File: src/rtl/bcd_field_counter_if.sv
// rtl/bcd_field_counter_if.sv - control and value bundle for one BCD field counter
interface bcd_field_counter_if;
    logic       enable;
    logic       carry_in;
    logic [1:0] set_state;
    logic       inc;
    logic       dec;
    logic [7:0] max_dyn;
    logic       load;
    logic [7:0] load_val;
    logic [3:0] cnt_hi;
    logic [3:0] cnt_lo;
    logic       carry_out;
    logic       load_err;
    logic       clamp_pulse;

    modport master (
        output enable, carry_in, set_state, inc, dec, max_dyn, load, load_val,
        input  cnt_hi, cnt_lo, carry_out, load_err, clamp_pulse
    );

    modport slave (
        input  enable, carry_in, set_state, inc, dec, max_dyn, load, load_val,
        output cnt_hi, cnt_lo, carry_out, load_err, clamp_pulse
    );
endinterface

File: src/rtl/bcd_field_counter.sv
// rtl/bcd_field_counter.sv - 2-digit BCD calendar/time field counter with carry chain, set mode and load
module bcd_field_counter #(
    parameter logic [7:0] MIN_VAL     = 8'h01,
    parameter logic [7:0] MAX_VAL     = 8'h12,
    parameter logic [7:0] RESET_VAL   = 8'h01,
    parameter bit         USE_DYN_MAX = 1'b0
) (
    input logic                CLK,
    input logic                RESET,
    bcd_field_counter_if.slave bus
);

    // With both nibbles held to 0-9, raw 8-bit compares order BCD values numerically.
    function automatic logic is_bcd(input logic [7:0] x);
        return (x[7:4] <= 4'd9) && (x[3:0] <= 4'd9);
    endfunction

    function automatic logic [7:0] bcd_inc(input logic [7:0] x);
        if (x[3:0] == 4'd9)
            return {x[7:4] + 4'd1, 4'd0};
        return {x[7:4], x[3:0] + 4'd1};
    endfunction

    function automatic logic [7:0] bcd_dec(input logic [7:0] x);
        if (x[3:0] == 4'd0)
            return {x[7:4] - 4'd1, 4'd9};
        return {x[7:4], x[3:0] - 4'd1};
    endfunction

    logic [7:0] v;
    logic [7:0] v_next;
    logic [7:0] emax;
    logic       dyn_ok;
    logic       clamp;
    logic       run;
    logic       sup;
    logic       sdn;
    logic       load_ok;
    logic       at_max;

    always_comb begin
        dyn_ok = USE_DYN_MAX && is_bcd(bus.max_dyn) && (bus.max_dyn >= MIN_VAL);
        emax   = MAX_VAL;
        if (dyn_ok && (bus.max_dyn < MAX_VAL))
            emax = bus.max_dyn;
    end

    assign run     = (bus.set_state == 2'b01) && bus.enable && bus.carry_in;
    assign sup     = bus.set_state[1] && bus.inc && !bus.dec;
    assign sdn     = bus.set_state[1] && bus.dec && !bus.inc;
    assign clamp   = v > emax;
    assign at_max  = v >= emax;
    assign load_ok = is_bcd(bus.load_val) && (bus.load_val >= MIN_VAL) && (bus.load_val <= emax);

    always_comb begin
        v_next = v;
        if (bus.load) begin
            if (load_ok)
                v_next = bus.load_val;
        end else if (clamp) begin
            v_next = emax;
        end else if (run || sup) begin
            v_next = at_max ? MIN_VAL : bcd_inc(v);
        end else if (sdn) begin
            v_next = (v <= MIN_VAL) ? emax : bcd_dec(v);
        end
    end

    always_ff @(posedge CLK or posedge RESET) begin
        if (RESET) begin
            v               <= RESET_VAL;
            bus.load_err    <= 1'b0;
            bus.clamp_pulse <= 1'b0;
        end else begin
            v               <= v_next;
            bus.load_err    <= bus.load && !load_ok;
            bus.clamp_pulse <= !bus.load && clamp;
        end
    end

    // Set-mode edits never ripple into the next field; only a run-mode wrap does.
    assign bus.carry_out = run && at_max && !bus.load && !clamp && !RESET;
    assign bus.cnt_hi    = v[7:4];
    assign bus.cnt_lo    = v[3:0];

endmodule

File: src/flat_wrapper.sv
// flat-port wrapper written by rule: the top's interface ports become plain ports
module bcd_field_counter_flat 
#(
    parameter logic [7:0] MIN_VAL     = 8'h01,
    parameter logic [7:0] MAX_VAL     = 8'h12,
    parameter logic [7:0] RESET_VAL   = 8'h01,
    parameter bit         USE_DYN_MAX = 1'b0
)
  (CLK, RESET, bus_enable, bus_carry_in, bus_set_state, bus_inc, bus_dec, bus_max_dyn, bus_load, bus_load_val, bus_cnt_hi, bus_cnt_lo, bus_carry_out, bus_load_err, bus_clamp_pulse);
  bcd_field_counter_if bus_i ();
  input logic CLK;
  input logic RESET;
  input wire logic [$bits(bus_i.enable)-1:0] bus_enable;
  input wire logic [$bits(bus_i.carry_in)-1:0] bus_carry_in;
  input wire logic [$bits(bus_i.set_state)-1:0] bus_set_state;
  input wire logic [$bits(bus_i.inc)-1:0] bus_inc;
  input wire logic [$bits(bus_i.dec)-1:0] bus_dec;
  input wire logic [$bits(bus_i.max_dyn)-1:0] bus_max_dyn;
  input wire logic [$bits(bus_i.load)-1:0] bus_load;
  input wire logic [$bits(bus_i.load_val)-1:0] bus_load_val;
  output wire logic [$bits(bus_i.cnt_hi)-1:0] bus_cnt_hi;
  output wire logic [$bits(bus_i.cnt_lo)-1:0] bus_cnt_lo;
  output wire logic [$bits(bus_i.carry_out)-1:0] bus_carry_out;
  output wire logic [$bits(bus_i.load_err)-1:0] bus_load_err;
  output wire logic [$bits(bus_i.clamp_pulse)-1:0] bus_clamp_pulse;
  assign bus_i.enable = bus_enable;
  assign bus_i.carry_in = bus_carry_in;
  assign bus_i.set_state = bus_set_state;
  assign bus_i.inc = bus_inc;
  assign bus_i.dec = bus_dec;
  assign bus_i.max_dyn = bus_max_dyn;
  assign bus_i.load = bus_load;
  assign bus_i.load_val = bus_load_val;
  assign bus_cnt_hi = bus_i.cnt_hi;
  assign bus_cnt_lo = bus_i.cnt_lo;
  assign bus_carry_out = bus_i.carry_out;
  assign bus_load_err = bus_i.load_err;
  assign bus_clamp_pulse = bus_i.clamp_pulse;
  bcd_field_counter #(.MIN_VAL(MIN_VAL), .MAX_VAL(MAX_VAL), .RESET_VAL(RESET_VAL), .USE_DYN_MAX(USE_DYN_MAX)) u_core (.CLK(CLK), .RESET(RESET), .bus(bus_i));
endmodule
File: config.mk
export PLATFORM = sky130hd
export DESIGN_NAME = bcd_field_counter_flat
export DESIGN_NICKNAME = d
export VERILOG_FILES = /design/src/rtl/bcd_field_counter_if.sv /design/src/rtl/bcd_field_counter.sv /design/src/flat_wrapper.sv
export SDC_FILE = /design/constraint.sdc
export NUM_CORES = 1
export LEC_CHECK = 0
export CAP_MARGIN = 5
export CORE_MARGIN = 2
export CORE_UTILIZATION = 47
export DETAILED_ROUTE_END_ITERATION = 7
export GPL_TIMING_DRIVEN = 0
export PLACE_DENSITY = 0.87
export SLEW_MARGIN = 20
export SYNTH_ARGS = -nofsm -noshare
export SYNTH_HDL_FRONTEND = slang
export SYNTH_SLANG_ARGS = --single-unit
File: constraint.sdc
create_clock -name CLK -period 5.65 [get_ports CLK]
set_input_delay 0.8475 -clock CLK [delete_from_list [all_inputs] [get_ports CLK]]
set_output_delay 0.8475 -clock CLK [all_outputs]
set_load 0.01 [all_outputs]
; ---- Yosys cells after proc, flatten, opt, wreduce, memory -nomap -nowiden
; Cells that the tools add are included.
[op_classes]
muxes = 20
add_sub_neg = 4
n_bitwise = 0
n_reduce_logical = 27
n_shift = 0
div_mod_pow = 0
order_cmp = 7
mul = 0
eq_ne = 4
[ops]
columns = cell, count
row1 = $mux W8, 11
row2 = $logic_and A1 B1 Y1, 15
row3 = $mux W1, 9
row4 = $add A4 B1 Y4 const B, 2
row5 = $ge A8 B1 Y1 const B, 1
row6 = $ge A8 B5 Y1 const B, 1
row7 = $gt A8 B5 Y1 const B, 1
row8 = $le A4 B4 Y1 const B, 2
row9 = $le A8 B1 Y1 const B, 1
row10 = $le A8 B5 Y1 const B, 1
row11 = $sub A4 B1 Y4 const B, 2
row12 = $logic_not A1 Y1, 6
row13 = $ne A5 B3 Y1 const B, 1
row14 = $reduce_bool A5 Y1, 1
row15 = $eq A4 B4 Y1 const B, 1
row16 = $logic_not A4 Y1, 1
row17 = $reduce_and A4 Y1, 1
row18 = $reduce_bool A4 Y1, 1
row19 = $eq A2 B1 Y1 const B, 1
row20 = $ne A2 B1 Y1 const B, 1
row21 = $reduce_and A2 Y1, 1
row22 = $logic_or A1 B1 Y1, 1
[totals]
romBits = 0
wordCells = 66
ff_bits = 10
mem_count = 0
out_inout_bits = 11
latchBits = 0
mem_bits_rw = 0
inputBits = 25

; ---- Longest topological paths before layout
; Gate-level depths: netlist (run 1).
[logic_depth]
ltp_word = 13
mapped_depth = 7
mapped_depth_nobuf = 7

; ---- Least setup slack after synthesis (run 1)
; Ideal clock, no wire load.
[synth_timing]
kind = input to register
startpoint = input port bus_load_val[4]
endpoint = register u_core.v[7]
arrival_ns = 2.234
stages = 6
n_path_buf = 0
slack_ns = 3.291
required_time_ns = 5.525
cell_sequence = or4_1 -> o211ai_1 -> o21ai_1 -> inv_2 -> a311o_1 -> mux2_4
[synth_via]
elab_chain_cells = 6
word_cells_on_any_way = 8
[synth_lines]
columns = item, line
row1 = "start, declared", flat_wrapper.sv:20  ; input wire logic [$bits(bus_i.load_val)-1:0] bus_load_val;
row2 = branches (longest 3 deep; another with $ge A8 B1 Y1), n/a
row3 = $logic_and A1 B1 Y1 *, bcd_field_counter.sv:53  ; assign load_ok = is_bcd(bus.load_val) && (bus.load_val >= MIN_VAL) && (bus.load_val <= emax);
row4 = $ne A2 B1 Y1 (no line) *, n/a
row5 = $reduce_and A4 Y1 (no line) *, n/a
row6 = "end signal, assigned", bcd_field_counter.sv:75  ; v <= v_next;
row7 = "end, declared", bcd_field_counter.sv:30  ; logic [7:0] v;
; Every way passes the cells marked *.
; A chain may end at the register's enable or synchronous reset.

; ---- Final worst setup path (run 1)
[layout_timing]
startpoint = input port bus_load
endpoint = output port bus_carry_out
[layout_via]
elab_chain_cells = 4
[layout_lines]
columns = item, line
row1 = "start, declared", flat_wrapper.sv:19  ; input wire logic [$bits(bus_i.load)-1:0] bus_load;
row2 = $logic_not A1 Y1, bcd_field_counter.sv:82  ; assign bus.carry_out = run && at_max && !bus.load && !clamp && !RESET;
row3 = $logic_and A1 B1 Y1 (3 in series), bcd_field_counter.sv:82
row4 = "end, declared", flat_wrapper.sv:23  ; output wire logic [$bits(bus_i.carry_out)-1:0] bus_carry_out;
; Every way passes these cells.

==> run metrics, run 1 <==
status finished clean; via count 1,126; share of layout cells above drive strength 1 0.0845; WL met2 ~1300 µm; Cells after DPL approximately 170; clock latency on the worst-skew pair about 0.27 ns; relative slew slack 0.536; top-level I/O count 36; clk slew on worst S/H paths 0.08 ns; vias per inst roughly 6.7; syn_area_per_cell between 8 and 9 µm²; Highest Signal Layer met4; Final min period 3.30 ns; post-synthesis xor/xnor area fraction 0.0180; number of synthesized flops with an enable pin 0; post-synthesis simple-gate area fraction 0.238; largest net degree at the start of global routing 11; ANT cells 0; final hold vios 0; crit path DAT 2.45 ns; required time worst endpoint between 4 and 5 ns; number of buffers created by CTS 3; MaxCap Viol Count 0; Clock Skews between 0.01 and 0.015 ns; final hold slack 0.673 ns; Final setup viols 0; gpl congestion slightly below 1; Post-Syn Instances between 100 and 150; maximum vdd drop 0.000218 V; setup repair after global routing missed its margin false; largest family of logic cells by synthesized area compound AO/OA/AOI/OAI gates; GR Util All Layers 0.223; Leak ~0.56 nW; CP Cell Sequence clkdlybuf4s50_1, clkbuf_1, nor3_1, nand4_1, nor2_1, clkdlybuf4s50_1; DR pass1 iterations 6; Seq cells post-synth 10; cell area after synthesis about 970 µm²; Post-CTS Setup Repair Bufs 0; CTS-repair resized insts 0; complex-gate fraction of the synthesized area 0.280; DP Worst Slack approximately 2.4 ns; ANT nets after route 0; final worst setup slack 2.35 ns; placed cell areas roughly 0.0013 mm²; Die X slightly below 50 µm; Final Cell Area between 0.001 and 0.0015 mm²; Crit. End Element primary output; global route total overflow 0; Syn. warnings 0; final wirelength ~2700 µm; slowest stage delay, CP 0.54 ns; metal3 WL between 200 and 250 µm; worst min path class flop to flop; per-cell routed wire length between 15 and 20 µm; Fmax around 300 MHz; first-pass GRT wire length between 4000 and 5000 µm; most used cell, CP clkdlybuf4s50_1; PortBufs 27; antenna violations before repair 0; clk sink count 10; Top FF cell, synth dfrtp_1; starting density of the core 0.496; worst slew pin tran approximately 0.7 ns; post-synthesis adder-cell area fraction 0.0514; Slew Limit Fails 0; setup TNS 0 ns; register area share after synthesis 0.258; Crit Path Category primary input to primary output; CP max FO 10; Core Box Area 0.00196 mm²; final worst path period share 0.584; Syn Nets 140; Post-DP HPWL 2120 µm; Post-Layout Cell Count 169; Post-CTS Hold Fix Bufs 0; CTS max path bufs 2; final core occ 0.665; Pwr Total between 0.5 and 0.6 mW; Synth-to-Final Area Change 33.9%; Die Area approximately 0.0025 mm²; Worst setup SP type primary input; initial DRC count 68; chip height approximately 50 µm; Site Rows 16; H-tree depth 1; asr flop ratio synth 1.00; post-synthesis mux area share 0.0900; CTS tree built; Root Driver clkbuf_4; number of remaining DRC errors 0; Final nets roughly 170; PwrDens about 430 mW/mm²; Slowest-stage cell, CP clkdlybuf4s50_1; distinct cell type count after synthesis 49; DRT met1 WL 1080 µm; vias in the first global route between 900 and 1,000
## sequential cells by signal, indices dropped and copies added, names as in the netlist
name	flops
u_core.bus.load_err	1
u_core.bus.clamp_pulse	1
u_core.v	8
## final timing paths
kind	from	end	slack (ns)	cells past startpoint
max in group asynchronous	RESET	u_core.v[0]	4.42	2
min	u_core.v[5]	u_core.v[5]	0.67	2
max	bus_load	bus_carry_out	2.35	6
min in group asynchronous	RESET	u_core.v[7]	0.89	2
max reg2reg	u_core.v[4]	u_core.v[7]	3.46	7
min reg2reg	u_core.v[5]	u_core.v[5]	0.67	2
## layer usage
layer  GRT usage  vias up
met3      0.0303       10
met2       0.408       81
met4      0.0602        0
li1            -      502
met5           0        -
met1       0.272      533
## cell families after synthesis
family | count (synthesis)
AO/OA/AOI/OAI | 37
XOR/XNOR | 2
adder cells (fa/ha/maj) | 4
buffers and inverters | 14
flip-flops | 10
multiplexers | 7
AND/OR/NAND/NOR | 37
## cell usage in the layout (no fill, tap or decap), types with 2 or more instances in the layout
cell,netlist,layout
a211o_1,2,2
a211oi_1,2,2
a21oi_1,7,7
a2bb2oi_1,2,2
a311o_1,2,2
and3_1,3,3
and3b_1,2,2
buf_2,2,2
clkbuf_1,2,3
clkbuf_4,0,3
clkdlybuf4s50_1,0,27
dfrtp_1,9,9
ha_1,4,4
inv_1,8,8
mux2i_1,5,5
nand2_1,7,7
nand3_1,2,2
nand4_1,3,3
nor2_1,5,5
nor3_1,5,5
nor4_1,2,2
o21ai_0,2,2
o21ai_1,2,2
o22ai_1,2,2
o31a_1,2,2
o31ai_1,3,3
xor2_1,2,2
## power breakdown
group          switching (mW)  total [mW]  internal (mW)  leakage, nW
sequential             0.0210       0.121         0.0995        0.122
combinational           0.214       0.392          0.178        0.419
clock                  0.0257      0.0530         0.0272       0.0150
## final cells by class
class / count / area [µm²]
inverter: 9 / 33.8
multi-input combinational: 87 / 659
timing repair buffer: 27 / 270
sequential: 10 / 251
fill: 170 / 658
buffer: 5 / 28.8
clock buffer: 4 / 26.3
tap: 27 / 33.8
## critical path, delay by kind of cell
kind | cells | cell delay [ns]
simple gates | 3 | 0.42
buf+inv | 3 | 1.18
## cell usage after synthesis, drive strengths merged, types with 2 or more instances
cell type	count	area [µm²]
a211oi	2	15.0
a311o	2	20.0
inv	9	33.8
a2bb2oi	2	17.5
o31ai	3	22.5
xor2	2	17.5
clkbuf	2	7.51
nor4	4	46.3
buf	3	21.3
nor2	5	18.8
nand4	3	18.8
nand3	2	10.0
dfrtp	9	225
nand2	7	26.3
o31a	2	17.5
a21oi	7	35.0
mux2i	5	50.1
nor3	5	25.0
o21ai	4	20.0
and3	3	18.8
and3b	2	17.5
ha	4	50.1
a211o	2	17.5
o22ai	2	12.5
Note: power is estimated with default switching activity, not from simulation.
==> inputs of run 2 (changes only) <==
--- a/config.mk
+++ b/config.mk
@@ -7,10 +7,10 @@
 export LEC_CHECK = 0
 export CAP_MARGIN = 5
 export CORE_MARGIN = 2
-export CORE_UTILIZATION = 47
+export CORE_UTILIZATION = 40
 export DETAILED_ROUTE_END_ITERATION = 7
 export GPL_TIMING_DRIVEN = 0
-export PLACE_DENSITY = 0.87
+export PLACE_DENSITY = 0.79
 export SLEW_MARGIN = 20
 export SYNTH_ARGS = -nofsm -noshare
 export SYNTH_HDL_FRONTEND = slang
==> constraint.sdc (replaced) <==
create_clock -name CLK -period 2.84 [get_ports CLK]
set_input_delay 0.426 -clock CLK [delete_from_list [all_inputs] [get_ports CLK]]
set_output_delay 0.426 -clock CLK [all_outputs]
set_load 0.01 [all_outputs]
==> run metrics, run 2 (synthesis gave the netlist of run 1 again) <==
status finished clean; metal3 WL 262 µm; CTS-repair resized insts 0; chip height about 53 µm; CP max FO 10; Fmax between 300 and 400 MHz; Sequential Area 251 µm²; first-pass GRT wire length 4420 µm; relative slew slack 0.590; PortBufs 27; final worst path period share 0.903; largest net degree at the start of global routing 11; Post-CTS Hold Fix Bufs 0; antenna violations before repair 0; Post-CTS Setup Repair Bufs 0; number of remaining DRC errors 0; worst slew pin tran between 0.6 and 0.7 ns; PwrDens 883 mW/mm²; Highest Signal Layer met4; GR Util All Layers 0.216; multi-input logic area ~660 µm²; Top Registers u_core.v (8), u_core.bus.clamp_pulse (1), u_core.bus.load_err (1); Final nets 172; clock latency on the worst-skew pair approximately 0.28 ns; MaxCap Viol Count 0; maximum vdd drop around 0.00046 V; CTS tree built; Slew Limit Fails 0; Final min period roughly 2.6 ns; ANT nets after route 0; commonest non-fill, non-tap cell in the layout clkdlybuf4s50_1; WL met2 ~1300 µm; vias in the first global route 1,002; number of buffers created by CTS 3; clk slew on worst S/H paths roughly 0.070 ns; global route total overflow 0; largest register by flop count u_core.v; Final setup viols 0; DRT met1 WL roughly 1100 µm; Post-DP HPWL approximately 2200 µm; worst min path class primary input to async pin; final core occ 0.583; DR pass1 iterations 5; Core Box Area approximately 0.0023 mm²; gpl congestion about 0.89; top-level I/O count 36; H-tree depth 1; initial DRC count 77; Filler cells around 220; starting density of the core 0.432; Die Area between 0.002 and 0.003 mm²; Root Driver clkbuf_4; final hold vios 0; Largest register FFs 8; most frequent cells in the layout clkdlybuf4s50_1, dfrtp_1, inv_1; ANT cells 0; clk sink count 10; crit path DAT between 2 and 2.5 ns; Synth-to-Final Area Change 35.1%; crit path from u_core.v[3]; Worst setup SP type flop; vias per inst between 6 and 7; Leak between 0.5 and 0.6 nW; per-cell routed wire length between 15 and 20 µm; Site Rows 17; setup TNS 0 ns; Crit. End Element primary output; required time worst endpoint ~2.4 ns; final wirelength 2810 µm; Die X 53.3 µm; via count ~1,100; share of layout cells above drive strength 1 0.0915; Crit Path Category flop to primary output; setup repair after global routing missed its margin false; CTS max path bufs 2; R2R Path Start u_core.v[3]; Clock Skews between 0.002 and 0.0025 ns
run 2: cell types whose count changed in the layout (fill, tap and decap cells not counted):
cell and change:
clkbuf_8 +1, clkbuf_1 -1
run 2: power by group:
group | total (mW) | switching [mW] | internal (mW)
sequential | 0.241 | 0.0425 | 0.198
clock | 0.134 | 0.0562 | 0.0780
combinational | 0.786 | 0.430 | 0.355
run 2: cell type report:
cell class              instances  share of cell area
flip-flops and latches         10               0.191
plain buffers                   5              0.0219
repair buffers                 27               0.206
inverters                       9              0.0257
well taps                      28              0.0266
multi-input cells              87               0.501
clock buffers                   4              0.0276
run 2: stage by stage:
| stage | hold slack (ns) | instances | worst slack [ns] | power [mW] | area [µm²] |
|---|---|---|---|---|---|
| 2_1_floorplan | 0.265 | 111 | 0.829 | 0.758 | 973 |
| 3_3_place_gp | 0.646 | 166 | 0.257 | 0.994 | 1280 |
| 3_5_place_dp | 0.671 | 166 | 0.267 | 1.01 | 1280 |
| 4_1_cts | 0.499 | 170 | 0.298 | 1.15 | 1320 |
| 5_1_grt | 0.533 | 170 | 0.142 | 1.24 | 1320 |
| 6_report | 0.460 | 170 | 0.276 | 1.16 | 1320 |
run 2: worst paths after layout:
| kind | to | cells past startpoint | slack (ns) |
|---|---|---|---|
| max | bus_carry_out | 5 | 0.28 |
| min reg2reg | u_core.v[5] | 2 | 0.68 |
| max reg2reg | u_core.v[3] | 6 | 0.55 |
| min in group CLK | u_core.v[5] | 2 | 0.68 |
| max in group asynchronous | u_core.v[0] | 2 | 2.06 |
| min | u_core.v[2] | 2 | 0.46 |
run 2: layer usage:
layer / GRT usage / vias up
met4: 0.145 / 0
met2: 0.327 / 72
met5: 0 / -
met3: 0.0650 / 19
met1: 0.258 / 495
li1: - / 504
run 2: worst max-delay path, cell delays in order, from the launching register on:
cell and delay, ns:
dfrtp_1 0.41, buf_2 0.20, nor4_2 0.34, nand2_1 0.22
nor2_1 0.15, clkdlybuf4s50_1 0.54
